[src/rtl/mult_pkg.sv]
// Shared helpers for the pipelined multiplier: log2, pipeline depth
// derivation and the legal-WIDTH predicate used at elaboration.
package mult_pkg;

   // Ceiling log2 of a positive value; constant-evaluable at elaboration
   function automatic int unsigned clog2(input int unsigned value);
      int unsigned r;
      r = 0;
      while ((64'd1 << r) < 64'(value)) begin
         r = r + 1;
      end
      return r;
   endfunction

   // Number of adder-tree levels needed to reduce WIDTH rows to one
   function automatic int unsigned mult_levels(input int unsigned width);
      return clog2(width);
   endfunction

   // Input-transfer to out_valid latency: one row stage plus one per tree level
   function automatic int unsigned mult_lat(input int unsigned width);
      return clog2(width) + 1;
   endfunction

   // WIDTH must be a power of two in 4..32
   function automatic bit mult_width_ok(input int unsigned width);
      return (width >= 4) && (width <= 32) && ((width & (width - 1)) == 0);
   endfunction

endpackage

[src/rtl/mult_pp_gen.sv]
// Combinational partial-product generator: one row per multiplier bit,
// extended to 2*WIDTH bits; in signed mode the top row is negated so the
// sign bit of the multiplier carries weight -2^(WIDTH-1).
module mult_pp_gen
   import mult_pkg::*;
#(
   parameter int unsigned WIDTH = 8
) (
   input  logic [WIDTH-1:0]                a,
   input  logic [WIDTH-1:0]                b,
   input  logic                            is_signed,
   output logic [WIDTH-1:0][2*WIDTH-1:0]   rows_c
);

   localparam int unsigned PW = 2 * WIDTH;

   logic [PW-1:0] a_ext;

   // Extend the multiplicand once, then gate and shift it per multiplier bit
   always_comb begin
      a_ext  = {{WIDTH{is_signed & a[WIDTH-1]}}, a};
      rows_c = '0;
      for (int i = 0; i < int'(WIDTH); i++) begin
         if (b[i]) begin
            rows_c[i] = a_ext << i;
         end
      end
      if (is_signed) begin
         rows_c[WIDTH-1] = PW'(-rows_c[WIDTH-1]);
      end
   end

endmodule

[src/rtl/multiplier_pipe.sv]
// Pipelined WIDTH x WIDTH multiplier with a balanced, fully registered
// partial-product adder tree and valid/ready handshakes on both sides.
// A single global stall freezes every stage while the output is blocked.
module multiplier_pipe
   import mult_pkg::*;
#(
   parameter int unsigned WIDTH = 8,
   parameter int unsigned TAG_W = 4
) (
   input  logic                 clk,
   input  logic                 rst,
   input  logic                 in_valid,
   output logic                 in_ready,
   input  logic [WIDTH-1:0]     in_a,
   input  logic [WIDTH-1:0]     in_b,
   input  logic                 in_signed,
   input  logic [TAG_W-1:0]     in_tag,
   output logic                 out_valid,
   input  logic                 out_ready,
   output logic [2*WIDTH-1:0]   out_product,
   output logic [TAG_W-1:0]     out_tag
);

   localparam int unsigned PW     = 2 * WIDTH;
   localparam int unsigned LEVELS = mult_levels(WIDTH);
   localparam int unsigned NODES  = 2 * WIDTH - 1;

   if (!mult_width_ok(WIDTH)) begin : g_bad_width
      $error("multiplier_pipe: WIDTH must be a power of two in 4..32");
   end

   if (TAG_W == 0) begin : g_bad_tag
      $error("multiplier_pipe: TAG_W must be at least 1");
   end

   // Tree nodes stored level by level: level k starts at 2*WIDTH - 2*(WIDTH>>k).
   // Level 0 holds the registered rows; the last entry is the root/product.
   logic [PW-1:0]              node [NODES];
   logic [WIDTH-1:0][PW-1:0]   rows_c;
   logic [LEVELS:0]            stage_valid;
   logic [TAG_W-1:0]           stage_tag [LEVELS+1];
   logic                       stall;

   assign stall    = stage_valid[LEVELS] & ~out_ready;
   assign in_ready = ~stall;

   assign out_valid   = stage_valid[LEVELS];
   assign out_product = node[NODES-1];
   assign out_tag     = stage_tag[LEVELS];

   mult_pp_gen #(
      .WIDTH (WIDTH)
   ) u_pp_gen (
      .a         (in_a),
      .b         (in_b),
      .is_signed (in_signed),
      .rows_c    (rows_c)
   );

   // Stage 0: capture the partial-product rows
   for (genvar j = 0; j < WIDTH; j++) begin : g_row
      // Row register, held while stalled
      always_ff @(posedge clk) begin
         if (!stall) begin
            node[j] <= rows_c[j];
         end
      end
   end

   // Stages 1..LEVELS: pairwise sums of the previous level
   for (genvar k = 1; k <= LEVELS; k++) begin : g_lvl
      localparam int unsigned SRC = 2 * WIDTH - 2 * (WIDTH >> (k - 1));
      localparam int unsigned DST = 2 * WIDTH - 2 * (WIDTH >> k);

      for (genvar j = 0; j < (WIDTH >> k); j++) begin : g_node
         if (k == LEVELS) begin : g_root
            // Root drives out_product, so it alone needs a defined reset value
            always_ff @(posedge clk) begin
               if (rst) begin
                  node[DST+j] <= '0;
               end else if (!stall) begin
                  node[DST+j] <= node[SRC+2*j] + node[SRC+2*j+1];
               end
            end
         end else begin : g_mid
            // Interior tree node, modulo-2^(2*WIDTH) add
            always_ff @(posedge clk) begin
               if (!stall) begin
                  node[DST+j] <= node[SRC+2*j] + node[SRC+2*j+1];
               end
            end
         end
      end
   end

   // Valid and tag shift alongside the data; bubbles travel as invalid stages
   always_ff @(posedge clk) begin
      if (rst) begin
         stage_valid <= '0;
         for (int k = 0; k <= int'(LEVELS); k++) begin
            stage_tag[k] <= '0;
         end
      end else if (!stall) begin
         stage_valid  <= {stage_valid[LEVELS-1:0], in_valid};
         stage_tag[0] <= in_tag;
         for (int k = 1; k <= int'(LEVELS); k++) begin
            stage_tag[k] <= stage_tag[k-1];
         end
      end
   end

endmodule

[config.mk]
export PLATFORM = sky130hd
export DESIGN_NAME = multiplier_pipe
export DESIGN_NICKNAME = d
export VERILOG_FILES = /design/src/rtl/mult_pkg.sv /design/src/rtl/mult_pp_gen.sv /design/src/rtl/multiplier_pipe.sv
export SDC_FILE = /design/constraint.sdc
export NUM_CORES = 1
export LEC_CHECK = 0
export BUFFER_PORTS_ARGS = -buffer_cell sky130_fd_sc_hd__buf_4
export CAP_MARGIN = 20
export CORE_MARGIN = 1
export CORE_UTILIZATION = 56
export CTS_BUF_LIST = sky130_fd_sc_hd__clkbuf_4 sky130_fd_sc_hd__clkbuf_8 sky130_fd_sc_hd__clkbuf_16
export DETAILED_ROUTE_END_ITERATION = 8
export GPL_TIMING_DRIVEN = 0
export PLACE_DENSITY = 0.75
export SLEW_MARGIN = 20
export SYNTH_ARGS = -nofsm -noshare
export SYNTH_HDL_FRONTEND = slang
export SYNTH_SLANG_ARGS = --single-unit
export TNS_END_PERCENT = 5
[constraint.sdc]
create_clock -name clk -period 7.32 [get_ports clk]
set_input_delay 2.196 -clock clk [delete_from_list [all_inputs] [get_ports clk]]
set_output_delay 2.196 -clock clk [all_outputs]
set_load 0.01 [all_outputs]
**Word-level counts from Yosys, hierarchy flattened**

Memory sizes are Yosys's and may differ from the RTL's.
Index checks and enable logic that the tools add are counted.

- Memory bits (writable): 256
- Memories: 2
- Register bits after elaboration: 4
- Output and inout port bits: 22
- Logic and storage cells: 39

- Add/sub/neg operators: 8
- Bitwise logic cells: 9
- Mux-type cells: 19

Memories:

| memory | depth | bits a word | read ports | clocked after Yosys merged registers in | write ports | RTL line | text |
|---|---|---|---|---|---|---|---|
| node | 15 | 16 | 15 | 0 | 15 | multiplier_pipe.sv:38 | `logic [PW-1:0] node [NODES];` |
| stage_tag | 4 | 4 | 4 | 0 | 4 | multiplier_pipe.sv:41 | `logic [TAG_W-1:0] stage_tag [LEVELS+1];` |

Operators with widths:

| operator | count |
|---|---|
| two-way mux 16 bit | 10 |
| adder 16 bit | 7 |
| two-way mux 4 bit | 4 |
| negator 16 bit | 1 |
| two-way mux 1 bit | 5 |
| OR 1 bit | 5 |
| bitwise AND 1 bit | 2 |
| NOT 1 bit | 2 |

**Logic depth before layout (Yosys ltp)**

Gate-level depths: netlist (run 1).

- Depth in word-level cells: 6
- Mapped depth: 8

**By module**

Synthesis (run 1) repeated with hierarchy kept, for this count alone.

- Cell total of the unflattened synthesis: 1119
- Area, all modules: 14067.2 µm²

By module, submodules not included:

| module | seq. area each (µm²) | cells an instance | area each (µm²) | instances |
|---|---|---|---|---|
| multiplier_pipe | 7767.4 | 952 | 12979.9 | 1 |
| mult_pp_gen | 0.0 | 167 | 1087.3 | 1 |

**Least setup slack after synthesis (run 1)**

No wires, ideal clock.

- Path type: input -> output
- Start: input port out_ready
- End: output port in_ready
- Arrival: 5437 ps
- Buffers on the path: 1
- Data required time: 5124 ps
- Slack: -313 ps
- Stages: 3
- Cell sequence: nor2b_1 clkbuf_1 inv_1

- Longest elaborated chain between the ends: 3

Ends and longest elaborated chain:

| element | RTL line | text |
|---|---|---|
| from (decl) | multiplier_pipe.sv:19 | `input logic out_ready,` |
| NOT 1 bit | multiplier_pipe.sv:44 | `assign stall = stage_valid[LEVELS] & ~out_ready;` |
| bitwise AND 1 bit | multiplier_pipe.sv:44 |  |
| NOT 1 bit | multiplier_pipe.sv:45 | `assign in_ready = ~stall;` |
| to (decl) | multiplier_pipe.sv:13 | `output logic in_ready,` |

Every way passes these cells.

**Final worst setup path (run 1)**

Ends and elaborated chain as after synthesis.

==> results.sh, run 1 <==
export IMPL_final_common_cell="edfxtp_1"
export IMPL_critPathMaxFanout=22
export IMPL_power_mw=3.26
export IMPL_dieHeight_um=132
export IMPL_ioPinCount=47
export IMPL_port_buffers=45
export IMPL_netlist_top_cells_area="edfxtp_1 58%, ha_1 9.1%, and2_1 5.4%"
export IMPL_via_count=5538
export IMPL_peakVddDrop_v=0.000194
export IMPL_first_iter_violations=217
export IMPL_hold_viol_final=0
export IMPL_worst_pin_slew_ns=0.757
export IMPL_leakagePower_nw=4.60
export IMPL_critPathMaxStageDelay_ns=0.58
export IMPL_yosys_area_top_type_share=0.584
export IMPL_cpLargestDelayFamily="buffers and inverters"
export IMPL_cts_path_max_buffers=2
export IMPL_row_count=47
export IMPL_dr_wl_met2_um=7670
export IMPL_drc_errors=0
export IMPL_final_cell_mix="184 x edfxtp_1, 82 x and2_1, 69 x ha_1"
export IMPL_cp_start_kind="input pin"
export IMPL_wl_per_cell_um=15.2
export IMPL_synth_flop_cell="edfxtp_1"
export IMPL_instances_no_fill=1014
export IMPL_worst_path_most_repeated_cell="buf_4"
export IMPL_cp_required_ns=5.12
export IMPL_path_buf_inv=4
export IMPL_rr_worst_depth=6
export IMPL_crit_slowest_cell="clkinvlp_4"
export IMPL_whs_ns=0.422
export IMPL_grt_usage=0.186
export IMPL_slew_violations=0
export IMPL_cts_tree="built"
export IMPL_gp_congestion=0.863
export IMPL_final_antenna_net_count=0
export IMPL_ys_ff_latch=188
export IMPL_fin_nets=882
export IMPL_ys_seq_area_frac=0.593
export IMPL_overflow=0
export IMPL_status="completed"
export IMPL_cts_max_level=4
export IMPL_top_layer="met4"
export IMPL_syn_area_per_cell_um2=13.3
export IMPL_period_share=0.809
export IMPL_clk_pin_slew_ns=0.06
export IMPL_setup_tns_ns=0
export IMPL_relSlewSlack=0.495
export IMPL_hp_start="node[1][1]$_DFFE_PN_"
export IMPL_min_to="node[1][65]$_DFFE_PN_"
export IMPL_wl_um=15400
export IMPL_met1_length_um=6750
export IMPL_antenna_cells=0
export IMPL_stdcell_area_um2=10800
export IMPL_syn_area_um2=9460
export IMPL_cts_root_buf="clkbuf_16"
export IMPL_wl_met3_um=660
export IMPL_ys_warn_count=0
export IMPL_cts_sinks=188
export IMPL_hpwl_um=11100
export IMPL_syn_num_nets=814
export IMPL_antenna_found_initial=0
export IMPL_reg2reg_from="stage_valid[3]$_SDFFE_PP0N_"
export IMPL_synth_top_cell_by_area="edfxtp_1"
export IMPL_cp_end_kind="output port"
export IMPL_worstHoldPathCells=0
export IMPL_r2r_end="node[0][63]$_SDFFCE_PN0N_"
export IMPL_initial_core_util=0.572
export IMPL_syn_to_final_growth_pct=13.8
export IMPL_via_per_inst=5.46
export IMPL_crit_path_cell_trace="buf_4 > nor2b_1 > clkbuf_1 > clkinvlp_4 > buf_4"
export IMPL_period_minus_slack_ns=5.92
export IMPL_cts_made_buffers=17
export IMPL_fp_coreArea_um2=16500
export IMPL_power_density_nw_per_um2=303
export IMPL_criticalPathCategory="in2out"
export IMPL_synth_cells=713
export IMPL_clkLatencyLatePin_ns=0.43
export IMPL_cts_post_setup_buffers_inserted=0
export IMPL_design_die_area_um2=17400
export IMPL_drv_cap=0
export IMPL_rsz0062_at_grt="no"
export IMPL_grt_pass1_wl_um=24600
export IMPL_ys_types=56
export IMPL_async_flop_share=0
export IMPL_skew_ns=0.00577
export IMPL_cp_arrival_ns=3.73
export IMPL_first_pass_iters=5
export IMPL_cts_resized=0
export IMPL_grt_max_degree=38
export IMPL_drive_above_1_share=0.150
export IMPL_fmax_mhz=169
export IMPL_final_setup_viol_count=0
export IMPL_synth_edf_count=184
export IMPL_r2r_slack_ns=4.85
export IMPL_hold_buffers=0
export IMPL_grt_pass1_vias=5133
export IMPL_dp_cells=982
export IMPL_placed_area_um2=10200
export IMPL_min_delay_path_class="reg2reg"
export IMPL_die_w_um=132
## cell type report
cell class	instances	area (um^2)
buffer	32	196
clock inverter	10	115
fill	1161	5770
multi-input combinational	483	3620
tap	220	275
inverter	10	41.3
sequential	188	5610
timing repair buffer	49	418
clock buffer	22	488
## worst max path at each step
stage / to / slack (ns) / start / cells past startpoint
after floorplan: in_ready / 0.64 / out_ready / 3
after global placement: in_ready / -0.91 / out_ready / 5
after detailed placement: in_ready / 1.42 / out_ready / 5
after CTS: in_ready / 1.40 / out_ready / 5
after global routing: in_ready / 1.26 / out_ready / 5
final: in_ready / 1.40 / out_ready / 5
## cells in the mapped netlist (all sizes together), types with 10 or more instances
cell / count
nor2: 43
clkbuf: 12
ha: 69
o21ai: 26
a21oi: 31
nor2b: 10
inv: 10
xnor2: 38
buf: 20
and3: 12
nand2: 28
xor2: 19
a21o: 18
edfxtp: 184
and2: 83
## layer usage
| layer | GRT usage | vias up |
|---|---|---|
| met5 | 0 | - |
| met4 | 0.0866 | 0 |
| met3 | 0.0373 | 26 |
| met2 | 0.321 | 147 |
| met1 | 0.224 | 2598 |
| li1 | - | 2767 |
## registers in the layout, indices dropped and copies added (netlist names)
register,flops
node,168
stage_tag,16
stage_valid,4
## power by group
group	total, mW	switching, mW	internal [mW]
logic	0.863	0.453	0.409
clock network	0.919	0.378	0.541
registers	1.47	0.0679	1.41
## worst register-to-register path, cell delays in order, from the launching register on
cell and delay [ns]:
dfxtp_1 0.32, nor2b_1 0.12, clkbuf_1 0.44, clkinvlp_4 0.58, buf_12 0.34, buf_12 0.20, buf_12 0.20
## through the flow
step | utilization | worst slack, ns
2_1_floorplan | - | 0.637
3_3_place_gp | 0.610 | -0.911
3_5_place_dp | 0.615 | 1.42
4_1_cts | 0.651 | 1.40
5_1_grt | 0.651 | 1.26
6_report | 0.651 | 1.40
## kinds of logic (layout without fill, tap and decap cells)
kind of cell             Yosys count  count (layout)  synth area share
AO/OA/AOI/OAI                    135             135            0.0991
AND/OR/NAND/NOR                  211             211             0.120
adder cells (fa/ha/maj)           76              76             0.106
buffers and inverters             42             123            0.0247
XOR/XNOR                          57              57            0.0528
multiplexers                       4               4           0.00423
flip-flops                       188             188             0.593
Note: power is estimated with default switching activity, not from simulation.
==> run 2, diff against run 1 <==
ABC_AREA = 1   (was not set)
clock period = 5.1 ns   (was 7.32 ns; I/O delays follow)
==> run 2 against run 1 <==
Compared with the run above:
- first-iteration DRC count up 21%
- design area grew 4.1%
- total power increased by 46%
- synthesized cell count up 41%
- register-to-register slack worse by 2.1 ns
- non-clock buffer count fell by 8
- clock skew increased by 0.0096 ns
- sequential share of layout area fell by 2.1 points
- setup slack worse by 0.67 ns
- wire length up 6.6%
- clock-buffer cell count decreased by 3
- core utilization down 0.80 points
==> results.sh, run 2 <==
export IMPL_power_mw=4.75
export IMPL_crit_path_cell_trace="buf_4 > nor2_1 > clkinvlp_4 > buf_4"
export IMPL_reg_top3="node x168, stage_tag x16, stage_valid x4"
export IMPL_cts_post_setup_buffers_inserted=0
export IMPL_min_delay_path_class="reg2reg"
export IMPL_final_core_util=0.643
export IMPL_syn_num_nets=1106
export IMPL_power_density_nw_per_um2=424
export IMPL_initial_core_util=0.577
export IMPL_final_setup_viol_count=0
export IMPL_synth_edf_count=184
export IMPL_rr_worst_depth=4
export IMPL_path_buf_inv=3
export IMPL_final_antenna_net_count=0
export IMPL_port_buffers=29
export IMPL_dieHeight_um=136
export IMPL_cts_made_buffers=17
export IMPL_row_count=48
export IMPL_cp_arrival_ns=2.84
export IMPL_slew_violations=0
export IMPL_cp_required_ns=3.57
export IMPL_syn_area_per_cell_um2=10.0
export IMPL_netlist_top_cells_area="edfxtp_1 55%, nand2_1 9.0%, ha_1 8.6%"
export IMPL_fin_nets=1158
export IMPL_final_cell_mix="240 x nand2_1, 184 x edfxtp_1, 170 x inv_1"
export IMPL_period_share=0.857
export IMPL_yosys_area_top_type_share=0.550
export IMPL_hold_buffers=0
export IMPL_regMostFlops="node"
export IMPL_syn_area_um2=10100
export IMPL_cp_start_kind="input pin"
export IMPL_fmax_mhz=229
export IMPL_cts_max_level=4
export IMPL_hpwl_um=12100
export IMPL_relSlewSlack=0.472
export IMPL_drive_above_1_share=0.110
export IMPL_largest_reg_flops=168
export IMPL_grt_pass1_vias=6120
export IMPL_first_iter_violations=262
export IMPL_async_flop_share=0
export IMPL_synth_top_cell_by_area="edfxtp_1"
export IMPL_cts_root_buf="clkbuf_16"
export IMPL_crit_cells=4
export IMPL_ys_ff_latch=188
export IMPL_wl_per_cell_um=12.7
export IMPL_design_die_area_um2=18500
export IMPL_synth_commonest_cells="240 x nand2_1, 184 x edfxtp_1, 171 x inv_1"
export IMPL_synth_cells=1005
export IMPL_hold_viol_final=0
export IMPL_crit_slowest_cell="clkinvlp_4"
export IMPL_final_seq_area_um2=5610
export IMPL_whs_ns=0.420
export IMPL_ys_warn_count=0
export IMPL_status="completed"
export IMPL_grt_max_degree=38
export IMPL_wl_um=16400
export IMPL_skew_ns=0.0153
export IMPL_gp_congestion=0.854
export IMPL_clk_pin_slew_ns=0.06
export IMPL_grt_pass1_wl_um=27100
export IMPL_antenna_found_initial=0
export IMPL_worst_path_most_repeated_cell="buf_4"
export IMPL_worstHoldPathCells=0
export IMPL_antenna_cells=0
export IMPL_cts_resized=0
export IMPL_r2r_slack_ns=2.74
export IMPL_period_minus_slack_ns=4.37
export IMPL_grt_usage=0.191
export IMPL_synth_most_common_cell="nand2_1"
export IMPL_drv_cap=0
export IMPL_first_pass_iters=4
export IMPL_leakagePower_nw=5.71
export IMPL_via_count=6398
export IMPL_overflow=0
export IMPL_ys_seq_area_frac=0.557
export IMPL_clkLatencyLatePin_ns=0.43
export IMPL_cts_sinks=188
export IMPL_ioPinCount=47
export IMPL_drc_errors=0
export IMPL_syn_to_final_growth_pct=11.4
export IMPL_worst_pin_slew_ns=0.792
export IMPL_setup_tns_ns=0
export IMPL_cpLargestDelayFamily="buffers and inverters"
export IMPL_multi_input_area_um2=3550
export IMPL_via_per_inst=4.94
export IMPL_rsz0062_at_grt="no"
export IMPL_filler_cell_count=1399
export IMPL_criticalPathCategory="in2out"
export IMPL_ys_types=38
export IMPL_die_w_um=136
export IMPL_cts_path_max_buffers=2
export IMPL_final_common_cell="nand2_1"
export IMPL_critPathMaxStageDelay_ns=0.59
export IMPL_fp_coreArea_um2=17400
export IMPL_cts_tree="built"
export IMPL_synth_flop_cell="edfxtp_1"
export IMPL_critPathMaxFanout=29
export IMPL_peakVddDrop_v=0.000283
export IMPL_cp_end_kind="output port"
-- run 2: cell count changes after synthesis, sizes merged, moves of 9 or more --
cell	before	now
a21o	18	4
nor2	43	80
a211oi	9	0
buf	20	31
xor2	19	38
and2	83	3
xnor2	38	6
and3	12	0
nand2	28	247
inv	10	173
nand3	8	48
nor2b	10	0
-- run 2: power by group --
part           switching [mW]  internal [mW]  total (mW)
sequential             0.0989           2.03        2.13
clock                   0.563          0.686        1.25
combinational           0.812          0.565        1.38
-- run 2: logic make-up after synthesis --
kind of cell	count (synthesis)	synth area share
AND/OR/NAND/NOR	402	0.168
buffers and inverters	213	0.0892
flip-flops	188	0.557
AO/OA/AOI/OAI	82	0.0469
adder cells (fa/ha/maj)	76	0.0998
XOR/XNOR	44	0.0383
-- run 2: final timing paths --
kind                               startpoint                        end
hold / removal           node[1][0]$_DFFE_PN_      node[1][64]$_DFFE_PN_
hold reg to reg          node[1][0]$_DFFE_PN_      node[1][64]$_DFFE_PN_
setup / recovery                    out_ready                   in_ready
setup reg to reg  stage_valid[3]$_SDFFE_PP0N_  node[1][97]$_SDFFCE_PN0P_
-- run 2: per-layer routing --
metal	vias to the layer above	routed length (um)	global-route usage
met3	14	500	0.0403
met5	-	0	0
li1	3362	-	-
met2	98	8480	0.346
met4	0	209	0.0648
met1	2924	7220	0.225
-- run 2: final cells by class --
type                    instances  share of cell area
plain buffers                  40              0.0221
clock buffers                  19              0.0393
clock inverters                12              0.0103
inverters                     173              0.0583
multi-input cells             604               0.317
flip-flops and latches        188               0.500
well taps                     225              0.0251
repair buffers                 33              0.0273
-- run 2: per-stage QoR --
step,area (um^2),cells,worst slack (ns)
3_5_place_dp,10600,1263,0.719
4_1_cts,11200,1294,0.692
2_1_floorplan,10100,1005,-0.0880
6_report,11200,1294,0.729
5_1_grt,11200,1294,0.614
3_3_place_gp,10600,1259,-1.52
